### src/rtl/ahb_arb_pkg.sv
// rtl/ahb_arb_pkg.sv - shared types, constants and weight unpack helper for the slave-port arbiter
package ahb_arb_pkg;

    localparam int NUM_M        = 4;
    localparam int MAX_WEIGHT_W = 8;

    typedef enum logic [1:0] {
        IDLE = 2'd0,
        OWN  = 2'd1,
        LOCK = 2'd2
    } arb_state_e;

    localparam logic [NUM_M-1:0] MASTER_NONE = 4'b0000;
    localparam logic [NUM_M-1:0] M0          = 4'b0001;
    localparam logic [NUM_M-1:0] M1          = 4'b0010;
    localparam logic [NUM_M-1:0] M2          = 4'b0100;
    localparam logic [NUM_M-1:0] M3          = 4'b1000;

    // Weights are packed {W3,W2,W1,W0}, ww bits each; callers zero-extend to 32 bits.
    function automatic logic [MAX_WEIGHT_W-1:0] unpack_weight(
        input logic [4*MAX_WEIGHT_W-1:0] packed_w,
        input int                        idx,
        input int                        ww
    );
        return MAX_WEIGHT_W'(packed_w >> (idx * ww)) & MAX_WEIGHT_W'((32'd1 << ww) - 32'd1);
    endfunction

endpackage

### src/rtl/ahb_slave_port_wrr_arbiter_if.sv
// rtl/ahb_slave_port_wrr_arbiter_if.sv - request/grant bundle between the matrix and one slave-port arbiter
interface ahb_slave_port_wrr_arbiter_if import ahb_arb_pkg::*; ();

    logic [NUM_M-1:0] MADDRSEL;
    logic             ADDRPHEND;
    logic [NUM_M-1:0] MLOCK;
    logic [NUM_M-1:0] MBURST;
    logic [NUM_M-1:0] GRANT;
    logic             GRANT_VLD;
    logic             ARB_EVT;

    modport slave (
        input  MADDRSEL, ADDRPHEND, MLOCK, MBURST,
        output GRANT, GRANT_VLD, ARB_EVT
    );

    modport master (
        output MADDRSEL, ADDRPHEND, MLOCK, MBURST,
        input  GRANT, GRANT_VLD, ARB_EVT
    );

endinterface

### src/rtl/ahb_rr_pick4.sv
// rtl/ahb_rr_pick4.sv - rotating-priority encoder, searches ptr+1 .. ptr+4 (ptr itself last)
module ahb_rr_pick4 (
    input  logic [3:0] req,
    input  logic [1:0] ptr,
    output logic       found,
    output logic [1:0] idx
);

    logic [1:0] cand;

    // Walk from the lowest priority upward so the highest-priority hit is written last.
    always_comb begin
        found = 1'b0;
        idx   = ptr;
        cand  = ptr;
        for (int k = 4; k >= 1; k--) begin
            cand = ptr + 2'(k);
            if (req[cand]) begin
                found = 1'b1;
                idx   = cand;
            end
        end
    end

endmodule

### src/rtl/ahb_slave_port_wrr_arbiter.sv
// rtl/ahb_slave_port_wrr_arbiter.sv - weighted round-robin address-phase arbiter for one AHB-Lite slave port
module ahb_slave_port_wrr_arbiter
    import ahb_arb_pkg::*;
#(
    parameter int                      WEIGHT_W    = 3,
    parameter logic [4*WEIGHT_W-1:0]   DEF_WEIGHTS = 12'h249
) (
    input  logic                       HCLK,
    input  logic                       aresetn,
    input  logic                       CFG_WE,
    input  logic [4*WEIGHT_W-1:0]      CFG_WEIGHTS,
    ahb_slave_port_wrr_arbiter_if.slave bus
);

    arb_state_e             state_q, state_d;
    logic [NUM_M-1:0]       grant_q, grant_d;
    logic [WEIGHT_W-1:0]    credit_q, credit_d;
    logic [1:0]             ptr_q, ptr_d;
    logic [4*WEIGHT_W-1:0]  weights_q;
    logic                   evt_q, vld_q;

    logic                   pick_found;
    logic [1:0]             pick_idx;
    logic [WEIGHT_W-1:0]    raw_w, load_w;
    logic                   keep;

    ahb_rr_pick4 u_pick (
        .req   (bus.MADDRSEL),
        .ptr   (ptr_q),
        .found (pick_found),
        .idx   (pick_idx)
    );

    // Credit loads read the registered weights, so a same-edge CFG write takes effect next load.
    assign raw_w  = WEIGHT_W'(unpack_weight(32'(weights_q), int'(pick_idx), WEIGHT_W));
    assign load_w = (raw_w == '0) ? WEIGHT_W'(1) : raw_w;

    always_ff @(posedge HCLK or negedge aresetn) begin
        if (!aresetn) begin
            state_q   <= IDLE;
            grant_q   <= MASTER_NONE;
            credit_q  <= '0;
            ptr_q     <= 2'd3;
            weights_q <= DEF_WEIGHTS;
            evt_q     <= 1'b0;
            vld_q     <= 1'b0;
        end else begin
            state_q  <= state_d;
            grant_q  <= grant_d;
            credit_q <= credit_d;
            ptr_q    <= ptr_d;
            evt_q    <= (grant_d != grant_q) && (grant_d != MASTER_NONE);
            vld_q    <= |grant_d;
            if (CFG_WE) begin
                weights_q <= CFG_WEIGHTS;
            end
        end
    end

    // ptr_q doubles as the current grantee index whenever the state is not IDLE.
    always_comb begin
        state_d  = state_q;
        grant_d  = grant_q;
        credit_d = credit_q;
        ptr_d    = ptr_q;
        keep     = (state_q != IDLE) && bus.MADDRSEL[ptr_q];
        if ((state_q == IDLE) || bus.ADDRPHEND) begin
            if (keep && bus.MLOCK[ptr_q]) begin
                state_d = LOCK;
            end else if (keep && bus.MBURST[ptr_q]) begin
                state_d = OWN;
            end else if (keep && (credit_q > WEIGHT_W'(1))) begin
                state_d  = OWN;
                credit_d = credit_q - WEIGHT_W'(1);
            end else if (pick_found) begin
                state_d  = OWN;
                grant_d  = M0 << pick_idx;
                ptr_d    = pick_idx;
                credit_d = load_w;
            end else begin
                state_d  = IDLE;
                grant_d  = MASTER_NONE;
                credit_d = '0;
            end
        end
    end

    always_comb begin
        bus.GRANT     = grant_q;
        bus.GRANT_VLD = vld_q;
        bus.ARB_EVT   = evt_q;
    end

endmodule

### src/flat_wrapper.sv
// flat-port wrapper written by rule: the top's interface ports become plain ports
module ahb_slave_port_wrr_arbiter_flat import ahb_arb_pkg::*;
#(
    parameter int                      WEIGHT_W    = 3,
    parameter logic [4*WEIGHT_W-1:0]   DEF_WEIGHTS = 12'h249
)
  (HCLK, aresetn, CFG_WE, CFG_WEIGHTS, bus_MADDRSEL, bus_ADDRPHEND, bus_MLOCK, bus_MBURST, bus_GRANT, bus_GRANT_VLD, bus_ARB_EVT);
  ahb_slave_port_wrr_arbiter_if bus_i ();
  input  logic HCLK;
  input  logic aresetn;
  input  logic CFG_WE;
  input  logic [4*WEIGHT_W-1:0] CFG_WEIGHTS;
  input wire logic [$bits(bus_i.MADDRSEL)-1:0] bus_MADDRSEL;
  input wire logic [$bits(bus_i.ADDRPHEND)-1:0] bus_ADDRPHEND;
  input wire logic [$bits(bus_i.MLOCK)-1:0] bus_MLOCK;
  input wire logic [$bits(bus_i.MBURST)-1:0] bus_MBURST;
  output wire logic [$bits(bus_i.GRANT)-1:0] bus_GRANT;
  output wire logic [$bits(bus_i.GRANT_VLD)-1:0] bus_GRANT_VLD;
  output wire logic [$bits(bus_i.ARB_EVT)-1:0] bus_ARB_EVT;
  assign bus_i.MADDRSEL = bus_MADDRSEL;
  assign bus_i.ADDRPHEND = bus_ADDRPHEND;
  assign bus_i.MLOCK = bus_MLOCK;
  assign bus_i.MBURST = bus_MBURST;
  assign bus_GRANT = bus_i.GRANT;
  assign bus_GRANT_VLD = bus_i.GRANT_VLD;
  assign bus_ARB_EVT = bus_i.ARB_EVT;
  ahb_slave_port_wrr_arbiter #(.WEIGHT_W(WEIGHT_W), .DEF_WEIGHTS(DEF_WEIGHTS)) u_core (.HCLK(HCLK), .aresetn(aresetn), .CFG_WE(CFG_WE), .CFG_WEIGHTS(CFG_WEIGHTS), .bus(bus_i));
endmodule
### config.mk
export PLATFORM = sky130hd
export DESIGN_NAME = ahb_slave_port_wrr_arbiter_flat
export DESIGN_NICKNAME = d
export VERILOG_FILES = /design/src/rtl/ahb_arb_pkg.sv /design/src/rtl/ahb_slave_port_wrr_arbiter_if.sv /design/src/rtl/ahb_rr_pick4.sv /design/src/rtl/ahb_slave_port_wrr_arbiter.sv /design/src/flat_wrapper.sv
export SDC_FILE = /design/constraint.sdc
export NUM_CORES = 1
export LEC_CHECK = 0
export BUFFER_PORTS_ARGS = -buffer_cell sky130_fd_sc_hd__buf_2
export CORE_UTILIZATION = 56
export CTS_CLUSTER_DIAMETER = 120
export DETAILED_ROUTE_END_ITERATION = 10
export HOLD_SLACK_MARGIN = 0.06
export PLACE_DENSITY = 0.91
export SLEW_MARGIN = 10
export SYNTH_ARGS = -nofsm -noshare
export SYNTH_HDL_FRONTEND = slang
export SYNTH_SLANG_ARGS = --single-unit
### constraint.sdc
create_clock -name HCLK -period 3.4 [get_ports HCLK]
set_input_delay 0.68 -clock HCLK [delete_from_list [all_inputs] [get_ports HCLK]]
set_output_delay 0.68 -clock HCLK [all_outputs]
set_load 0.05 [all_outputs]
After elaboration in Yosys (flattened, before gate mapping)
Index checks and enable logic that the tools add are counted.

Reductions and logical operators: 13. Bitwise gates (word level): 3. $mul: 1. Shifts and indexed selects: 2. $lt $le $gt $ge: 5. Equal/unequal tests: 1. Add/sub/neg operators: 4. Multiplexer cells: 31.

Operator list (count): $shr 12x32->3 (1); $mux 4 (5); $bmux 1 s2 (6); $lt 2x3->1 const B (4); $mux 2 (6); $mux 1 (11); $mux 3 (3); $logic_and 1x1->1 (5); $reduce_and 5->1 (1); $add 2x2->2 const B (2); $mul 2x2->4 const B (1); $ne 4x4->1 (1); $reduce_bool 4->1 (1); $reduce_or 4->1 (1); $shl 1x2->4 const A (1); $gt 3x1->1 const B (1); $logic_not 3->1 (1); $not 1->1 (3); $reduce_and 3->1 (1); $sub 3x1->3 const B (1); $add 2x1->2 const B (1); $logic_not 2->1 (1); $reduce_bool 2->1 (1); $logic_or 1x1->1 (1).

Flip-flop bits (word level): 25. Input bits: 28. Output and inout port bits: 6. Word-level logic and storage cells: 67.

Depth between registers and ports, before layout
Gate-level depths: netlist of run 1.

Depth after elaboration: 14. Mapped depth: 8. Mapped depth without buffers: 7.

Cells and area by module
A second synthesis of run 1 with hierarchy kept.

Cell total of the unflattened synthesis: 125. Area total of the unflattened synthesis: 1476.4 µm².

Modules (own cells, without submodules): ahb_slave_port_wrr_arbiter (cells an instance 111, area an instance 1393.8 µm², times used 1); ahb_rr_pick4 (cells an instance 14, area an instance 82.6 µm², times used 1).

Least setup slack after synthesis of run 1
No wires, ideal clock.

Path kind: input to register. Start: input bus_MLOCK[3]. End: register u_core.ptr_q[0]. Library setup time: 0.082 ns. Slack: 1.248 ns. Required time: 3.318 ns. Data arrival time: 2.070 ns. Cell stages on the path: 5. Cell sequence: mux4_2 > o31ai_4 > a21oi_4 > nor2_4 > mux2_4.

Longest elaborated chain between the ends: 5.

Ends and longest elaborated chain: start: declaration (RTL line flat_wrapper.sv:15) `input wire logic [$bits(bus_i.MLOCK)-1:0] bus_MLOCK;`; $bmux 1 s2 (RTL line ahb_slave_port_wrr_arbiter.sv:68) `if (keep && bus.MLOCK[ptr_q]) begin`; $mux 1 (not written as such) (RTL line ahb_slave_port_wrr_arbiter.sv:68); $logic_and 1x1->1 (RTL line ahb_slave_port_wrr_arbiter.sv:68); $not 1->1 (no source line); $reduce_and 5->1 (no source line); end signal: assignment (RTL line ahb_slave_port_wrr_arbiter.sv:51) `ptr_q <= ptr_d;`; end: declaration (RTL line ahb_slave_port_wrr_arbiter.sv:18) `logic [1:0] ptr_q, ptr_d;`.

Every way passes these cells. The select of a mux whose other input is x is not followed. A chain may end at the register's enable or synchronous reset.

Final worst setup path of run 1
Start: register u_core.ptr_q[0]. End: register u_core.credit_q[0].

Longest elaborated chain between the ends: 12. Elaborated cells between the ends (all ways): 35. Those cells by class: add/sub: 3; mul: 1; shift: 1; mux: 22; bitwise: 2; reduce/logical: 6.

Ends and longest elaborated chain: $add 2x2->2 (RTL line ahb_rr_pick4.sv:17) `cand = ptr + 2'(k);`; $bmux 1 s2 (RTL line ahb_rr_pick4.sv:18) `if (req[cand]) begin`; $mux 1 (not written as such) (RTL line ahb_rr_pick4.sv:18); $mux 2 (3 in series) (RTL line ahb_rr_pick4.sv:18); $mul 2x2->4 (RTL line ahb_arb_pkg.sv:25) `return MAX_WEIGHT_W'(packed_w >> (idx * ww)) & MAX_WEIGHT_W'((32'd1 << ww) - 32'd1);`; $shr 12x32->3 (RTL line ahb_arb_pkg.sv:25); $logic_not 3->1 (RTL line ahb_slave_port_wrr_arbiter.sv:36) `assign load_w = (raw_w == '0) ? WEIGHT_W'(1) : raw_w;`; $mux 3 (RTL line ahb_slave_port_wrr_arbiter.sv:36); $mux 3 (RTL line ahb_slave_port_wrr_arbiter.sv:75) `end else if (pick_found) begin`; $mux 3 (RTL line ahb_slave_port_wrr_arbiter.sv:72) `end else if (keep && (credit_q > WEIGHT_W'(1))) begin`; end signal: assignment (RTL line ahb_slave_port_wrr_arbiter.sv:50) `credit_q <= credit_d;`; end: declaration (RTL line ahb_slave_port_wrr_arbiter.sv:17) `logic [WEIGHT_W-1:0] credit_q, credit_d;`.

Parallel ways exist; a longest one is shown, timed or not. The select of a mux whose other input is x is not followed.

==> results of run 1 <==
-- how the worst min path moves through the flow --
stage,cells after the start,slack [ns],end,startpoint
5_1_grt,1,0.34,u_core.credit_q[1],aresetn
6_report,1,0.30,u_core.credit_q[0],aresetn
2_1_floorplan,0,0.38,u_core.bus.ARB_EVT,aresetn
3_5_place_dp,1,0.53,u_core.weights_q[10],u_core.weights_q[10]
3_3_place_gp,2,0.51,u_core.state_q[1],u_core.state_q[1]
4_1_cts,1,0.31,u_core.credit_q[1],aresetn
-- sequential cells by signal, summed over array words and instances (netlist names) --
register	cells
u_core.ptr_q	2
u_core.state_q	2
u_core.bus.GRANT_VLD	1
u_core.weights_q	12
u_core.bus.GRANT	4
u_core.credit_q	3
u_core.bus.ARB_EVT	1
-- cell usage in the layout, fill, tap and decap left out, types with 2 or more instances in the layout --
cell	instances
nand2b_1	5
o31ai_1	3
dfstp_2	6
mux2_2	11
mux2i_1	4
a2111oi_0	2
a21o_1	2
o31a_1	2
inv_1	8
ha_1	2
mux4_2	2
o22ai_1	2
o21ai_0	3
buf_2	33
mux2_4	2
clkbuf_4	3
dfrtp_1	19
nor2_1	13
o211ai_1	3
a21oi_1	4
nand2_1	6
nand3_1	3
nor3_1	4
nor4b_1	2
o21ai_1	2
-- logic make-up (layout without fill, tap and decap cells) --
| family | count (synthesis) | in the layout | synth area share (%) |
|---|---|---|---|
| mux | 20 | 20 | 17.8 |
| flops | 25 | 25 | 42.4 |
| compound gates | 34 | 34 | 18.0 |
| buf+inv | 12 | 46 | 3.69 |
| simple gates | 45 | 45 | 16.4 |
| fa+ha+maj | 2 | 2 | 1.68 |
-- per-layer routing --
layer / global-route usage, % / routed length, um / vias to the layer above
met5: 0 / 0 / -
met4: 12.7 / 83 / 0
met3: 3.95 / 140 / 9
met2: 41.9 / 1590 / 43
met1: 27.7 / 1270 / 589
li1: - / - / 585
-- area by class of cell --
cell class,instances,area share (%)
Clock buffer,3,1.32
Timing Repair Buffer,34,10.1
Clock inverter,1,0.440
Sequential cell,25,37.1
Inverter,8,1.76
Tap cell,30,2.20
Multi-Input combinational cell,101,47.1
-- cell usage after synthesis, drive strengths merged (3+ instances only) --
cell type | n | share of area, %
mux4 | 3 | 4.8
a21oi | 6 | 3.0
nor2 | 14 | 4.0
o211ai | 3 | 1.5
nor3 | 4 | 1.3
o21ai | 5 | 1.7
mux2i | 4 | 2.7
mux2 | 13 | 10
buf | 3 | 1.4
dfrtp | 19 | 32
nand2 | 6 | 1.5
nand2b | 5 | 2.1
o31ai | 4 | 2.9
inv | 8 | 2.0
nand3 | 3 | 1.0
dfstp | 6 | 11
-- power breakdown --
| group | internal (W) | total (W) | switching, W |
|---|---|---|---|
| combinational | 0.000331 | 0.000777 | 0.000445 |
| clock | 0.0000453 | 0.000143 | 0.0000978 |
| sequential | 0.000397 | 0.000490 | 0.0000933 |
-- metrics by stage --
step,setup WS [ns],hold WS [ns]
after floorplan,1.25,0.384
after global placement,1.11,0.511
after detailed placement,1.07,0.530
after CTS,1.17,0.310
after global routing,1.09,0.339
final,1.14,0.302
-- worst max-delay path, cell delays in order, from the launching register on --
cell and delay [ns]:
dfstp_2 0.64, nand2b_1 0.20, a21oi_1 0.12, a21oi_2 0.33, nor3_1 0.09, a2111oi_0 0.58
o32a_1 0.24
==> summary.md, run 1 <==
| Metric | Value |
|---|---|
| Status | completed |
| R2r worst-path depth | 6 |
| Congestion Overflow GR | 0 |
| Clk buf depth | 2 |
| Main synth FF type | dfrtp_1 |
| CTS clk-pin slew, worst paths | around 0.14 ns |
| IO Count | 34 |
| Postcts setup bufs | 0 |
| DR iter-0 viols | 16 |
| Worst reg2reg setup slack | approximately 1.1 ns |
| Cell row count | 18 |
| Clock latency on the worst-skew pair | roughly 0.34 ns |
| Design Area, Final | around 1700 um2 |
| CTS Hold Bufs | 0 |
| Worst-Margin Slew | around 0.6 ns |
| Total of max-cap violations | 0 |
| Power, Total | roughly 0.0014 W |
| CP Capture Point | u_core.credit_q[0] |
| Vias in the first global route | roughly 1,200 |
| TritonRoute pass-1 iters | 4 |
| Die width | between 50 and 60 um |
| Synth cell types | 50 |
| Crit end category | flop |
| Syn Nets | 168 |
| Area after DPL | 1680 um2 |
| Core area | about 2500 um2 |
| ANT nets after route | 0 |
| Total track usage | a little under a quarter |
| Worst Setup Start Kind | flop |
| Yosys reg bits | 25 |
| Dpl cells | 198 |
| Asr flop ratio synth | 100% |
| Peak supply drop | approximately 0.00048 V |
| Critical Path Start | u_core.ptr_q[0] |
| Die footprint | ~2900 um2 |
| CP max FO | 9 |
| FF/Latch Area | approximately 630 um2 |
| Vias per cell | roughly 6 |
| Synthesized area | approximately 1500 um2 |
| HP Class | primary input to async pin |
| Root Buffer | clkbuf_4 |
| Reg-to-reg startpoint | u_core.ptr_q[0] |
| Final Setup Violations | 0 |
| Yosys warnings | 0 |
| Period utilisation layout | between 60% and 70% |
| DRC viols | 0 |
| Total wire length | around 3 mm |
| CP required | between 3 and 4 ns |
| Post-CTS resize count | 0 |
| Largest net degree at the start of global routing | 26 |
| Final Util | between 60 and 70% |
| First-pass GRT wire length | about 4.8 mm |
| Power Dens Cells | ~830 nW/um2 |
| Gpl congestion | 0.806 |
| Worst r2r dst | u_core.credit_q[0] |
| Wirelength per Cell | 15.3 um |
| Syn Area/Cell | ~11 um2 |
| Synthesized instance count | about 140 |
| Max Clock Skew | 0.00142 ns |
| RSZ-0062 raised after global routing | false |
| Share of cells above drive strength 1 | between 30% and 40% |
| LEAKAGE | a little under 0.8 nW |
| Area of the multi-input gates | 803 um2 |
| Non-filler cells, final | approximately 200 |
| Area Growth Syn to Fin | 14.4% |
| Initial antenna violation count | 0 |
| Critical path type | flop to flop |
| Register area share after synthesis | 42.4% |
| Setup TNS | 0 ns |
| Sink Count | 25 |
| IO buf count | 33 |
| DP HPWL | between 2 and 2.5 mm |
| Nets@finish | between 200 and 250 |
| Number of synthesized flops with an enable pin | 0 |
| Die Y | 53.6 um |
| Num CTS Buffers | 3 |
| Peak Freq | between 400 and 500 MHz |
| Initial Util | between 50 and 60% |
| N_diodes | 0 |
| Worst path arrival time | between 2 and 3 ns |
| Final hold vios | 0 |
| CTS H-tree lvls | 1 |
| Count of pins over their slew limit | 0 |
| Final critical-path required period | between 2 and 2.5 ns |
| Slew headroom | about three fifths |
| Vias | 1,226 |
| Fill cell count | roughly 210 |
| CTS tree | yes |
Power figures use the tool's default switching activity.
==> inputs of run 2 (changes only) <==
Settings changed: ABC_AREA from default to 1, CORE_UTILIZATION 56 to 54, PLACE_DENSITY 0.91 to 0.88.
Clock period 3.4 ns to 2.1 ns, I/O delays scaled along.
==> summary.md, run 2 <==
| Metric | Value |
|---|---|
| Status | finished with violations |
| Failing checks | setup timing |
| Fin worst setup slack | -0.177 ns |
| Total track usage | 24.6% |
| Worst Setup Start Kind | flop |
| Compound-Gate Fraction of Synth Area | 7.21% |
| Initial antenna violation count | 0 |
| Final Util | a little under 80% |
| Post-synthesis xor/xnor area fraction | less than 1% |
| Area Growth Syn to Fin | 37.4% |
| CTS clk-pin slew, worst paths | around 0.15 ns |
| IO buf count | 33 |
| Total wire length | ~4.6 mm |
| DR iter-0 viols | just over 100 |
| Asr flop ratio synth | 100% |
| DRC viols | 0 |
| CTS Hold Bufs | 0 |
| Total of max-cap violations | 0 |
| Syn Area/Cell | 7.47 um2 |
| Cell row count | 19 |
| Clk buf depth | 2 |
| Sink Count | 25 |
| Count of pins over their slew limit | 0 |
| CTS H-tree lvls | 1 |
| Period utilisation layout | 108% |
| Max Clock Skew | between 0.01 and 0.015 ns |
| Vias per cell | ~5.7 |
| Reg-to-reg startpoint | u_core.ptr_q[0] |
| Met1 Resource Use GR | 30.1% |
| GR peak layer | met2 |
| HP Class | primary input to async pin |
| Worst path arrival time | ~2.6 ns |
| R2r worst-path depth | 16 |
| CP required | 2.37 ns |
| Max reg flops | 12 |
| Most common cell after layout, fill and taps aside | nand2_1 |
| Vias in the first global route | roughly 1,500 |
| Final critical-path required period | approximately 2.3 ns |
| Register area share after synthesis | a little over 40% |
| Mux share of post-synthesis cell area | around 5.8% |
| Synth cell types | 25 |
| Die footprint | 3110 um2 |
| Final Setup Violations | 5 |
| GR Util met2 | 43.7% |
| IO Count | 34 |
| Gpl congestion | ~0.82 |
| Nets@finish | a little under 300 |
| DP HPWL | 2.48 mm |
| Main synth FF type | dfrtp_1 |
| Root Buffer | clkbuf_4 |
| Initial Util | between 50% and 60% |
| Critical path type | flop to flop |
| Top-area cell type share of the netlist area | a little under a third |
| N_diodes | 0 |
| Wirelength per Cell | ~15 um |
| Biggest register | u_core.weights_q |
| Slew headroom | between 60% and 70% |
| TritonRoute pass-1 iters | 4 |
| Post-Synth Simple-Gate Area | between 30% and 40% |
| CTS tree | yes |
| Yosys warnings | 0 |
| Share of cells above drive strength 1 | around 51% |
| Crit end category | flop |
| Peak Freq | 439 MHz |
| Adder and majority gate portion of the synthesized area | 1.60% |
| Synthesized instance count | 209 |
| Most common cell in the netlist | nand2_1 |
| Die width | 55.8 um |
| Worst r2r dst | u_core.credit_q[0] |
| Final hold vios | 0 |
| Yosys reg bits | 25 |
| First-pass GRT wire length | about 6 mm |
| Worst reg2reg setup slack | -0.18 ns |
| Largest family of logic cells by synthesized area | simple AND/OR/NAND/NOR gates |
| Synth area leader | dfrtp_1 |
| Clock latency on the worst-skew pair | about 0.33 ns |
| Num CTS Buffers | 3 |
| Vias | 1,696 |
| Synthesized area | 1560 um2 |
| Number of synthesized flops with an enable pin | 0 |
| ANT nets after route | 0 |
| Worst-Margin Slew | 0.561 ns |
| Congestion Overflow GR | 0 |
| Largest net degree at the start of global routing | 26 |
| Most frequent cells in the layout | nand2_1, buf_2, nand2_2 |
| CP max FO | 8 |
| Core area | 2760 um2 |
| Syn Nets | around 240 |
| RSZ-0062 raised after global routing | true |
| Met3 GRT Util | 3.95% |
| Top post-synthesis cells by area | dfrtp_1, nand2_1, dfstp_2 |
| Die Y | between 50 and 60 um |
| Synth top cells by count | nand2_1, inv_1, nand3_1, dfrtp_1, nor2_1 |
run 2: layout make-up:
| type | count | area (um2) |
|---|---|---|
| clock buffer | 3 | 22.5 |
| timing repair buffer | 57 | 357 |
| multi-input combinational | 151 | 973 |
| sequential | 25 | 633 |
| inverter | 29 | 114 |
| tap | 31 | 38.8 |
| fill | 170 | 612 |
| clock inverter | 1 | 7.51 |
run 2: how the worst max path moves through the flow:
| stage | from | endpoint | cells past startpoint |
|---|---|---|---|
| after floorplan | u_core.ptr_q[0] | u_core.bus.ARB_EVT | 16 |
| after global placement | u_core.ptr_q[0] | u_core.bus.ARB_EVT | 12 |
| after detailed placement | u_core.ptr_q[0] | u_core.bus.ARB_EVT | 12 |
| after CTS | u_core.ptr_q[0] | u_core.bus.ARB_EVT | 16 |
| after global routing | u_core.ptr_q[0] | u_core.credit_q[0] | 16 |
| final | u_core.ptr_q[0] | u_core.credit_q[0] | 16 |
run 2: per-stage QoR:
step,setup slack (ns),std cells,area [um2],hold WS [ns],TNS (ns)
after floorplan,0.191,209,1560,0.124,0
after global placement,-0.0242,279,1810,0.430,-0.0326
after detailed placement,-0.0430,279,1810,0.429,-0.0615
after CTS,0.00157,287,1900,0.0604,0
after global routing,-0.277,297,2150,0.0724,-1.07
final,-0.177,297,2150,0.0519,-0.471
run 2: kinds of logic after synthesis:
kind of cell,after synthesis
adder cells (fa/ha/maj),2
flip-flops,25
AO/OA/AOI/OAI,19
multiplexers,8
buffers and inverters,34
AND/OR/NAND/NOR,120
XOR/XNOR,1
run 2: what timing repair did:
item | CTS | global route
cloned | 0 | 1
endpoints found under the setup margin | 3 | 5
hold endpoints to repair | 0 | 0
pin swaps | 2 | 22
resized for setup | 10 | 50
buffers inserted | 4 | 9
run 2: per-layer routing:
layer	vias up	wire [um]
met4	0	201
met3	23	307
met2	99	2350
met1	794	1710
li1	780	-
met5	-	0
run 2: critical path: stages (launching register included):
cell,delay [ns]
dfstp_2,0.65
clkinv_4,0.15
nand2_4,0.11
nand2_4,0.07
nand2_2,0.09
nand2_1,0.05
inv_1,0.06
nand2_1,0.07
nand2_2,0.17
inv_2,0.13
nand4_1,0.12
nand2_2,0.06
nor2_2,0.16
nand2_1,0.08
nand2_1,0.08
nand2_1,0.07
a21oi_2,0.11
Power of run 2 is not shown: default switching activity piles up to over one toggle a cycle in this logic, so the estimate is an artifact.
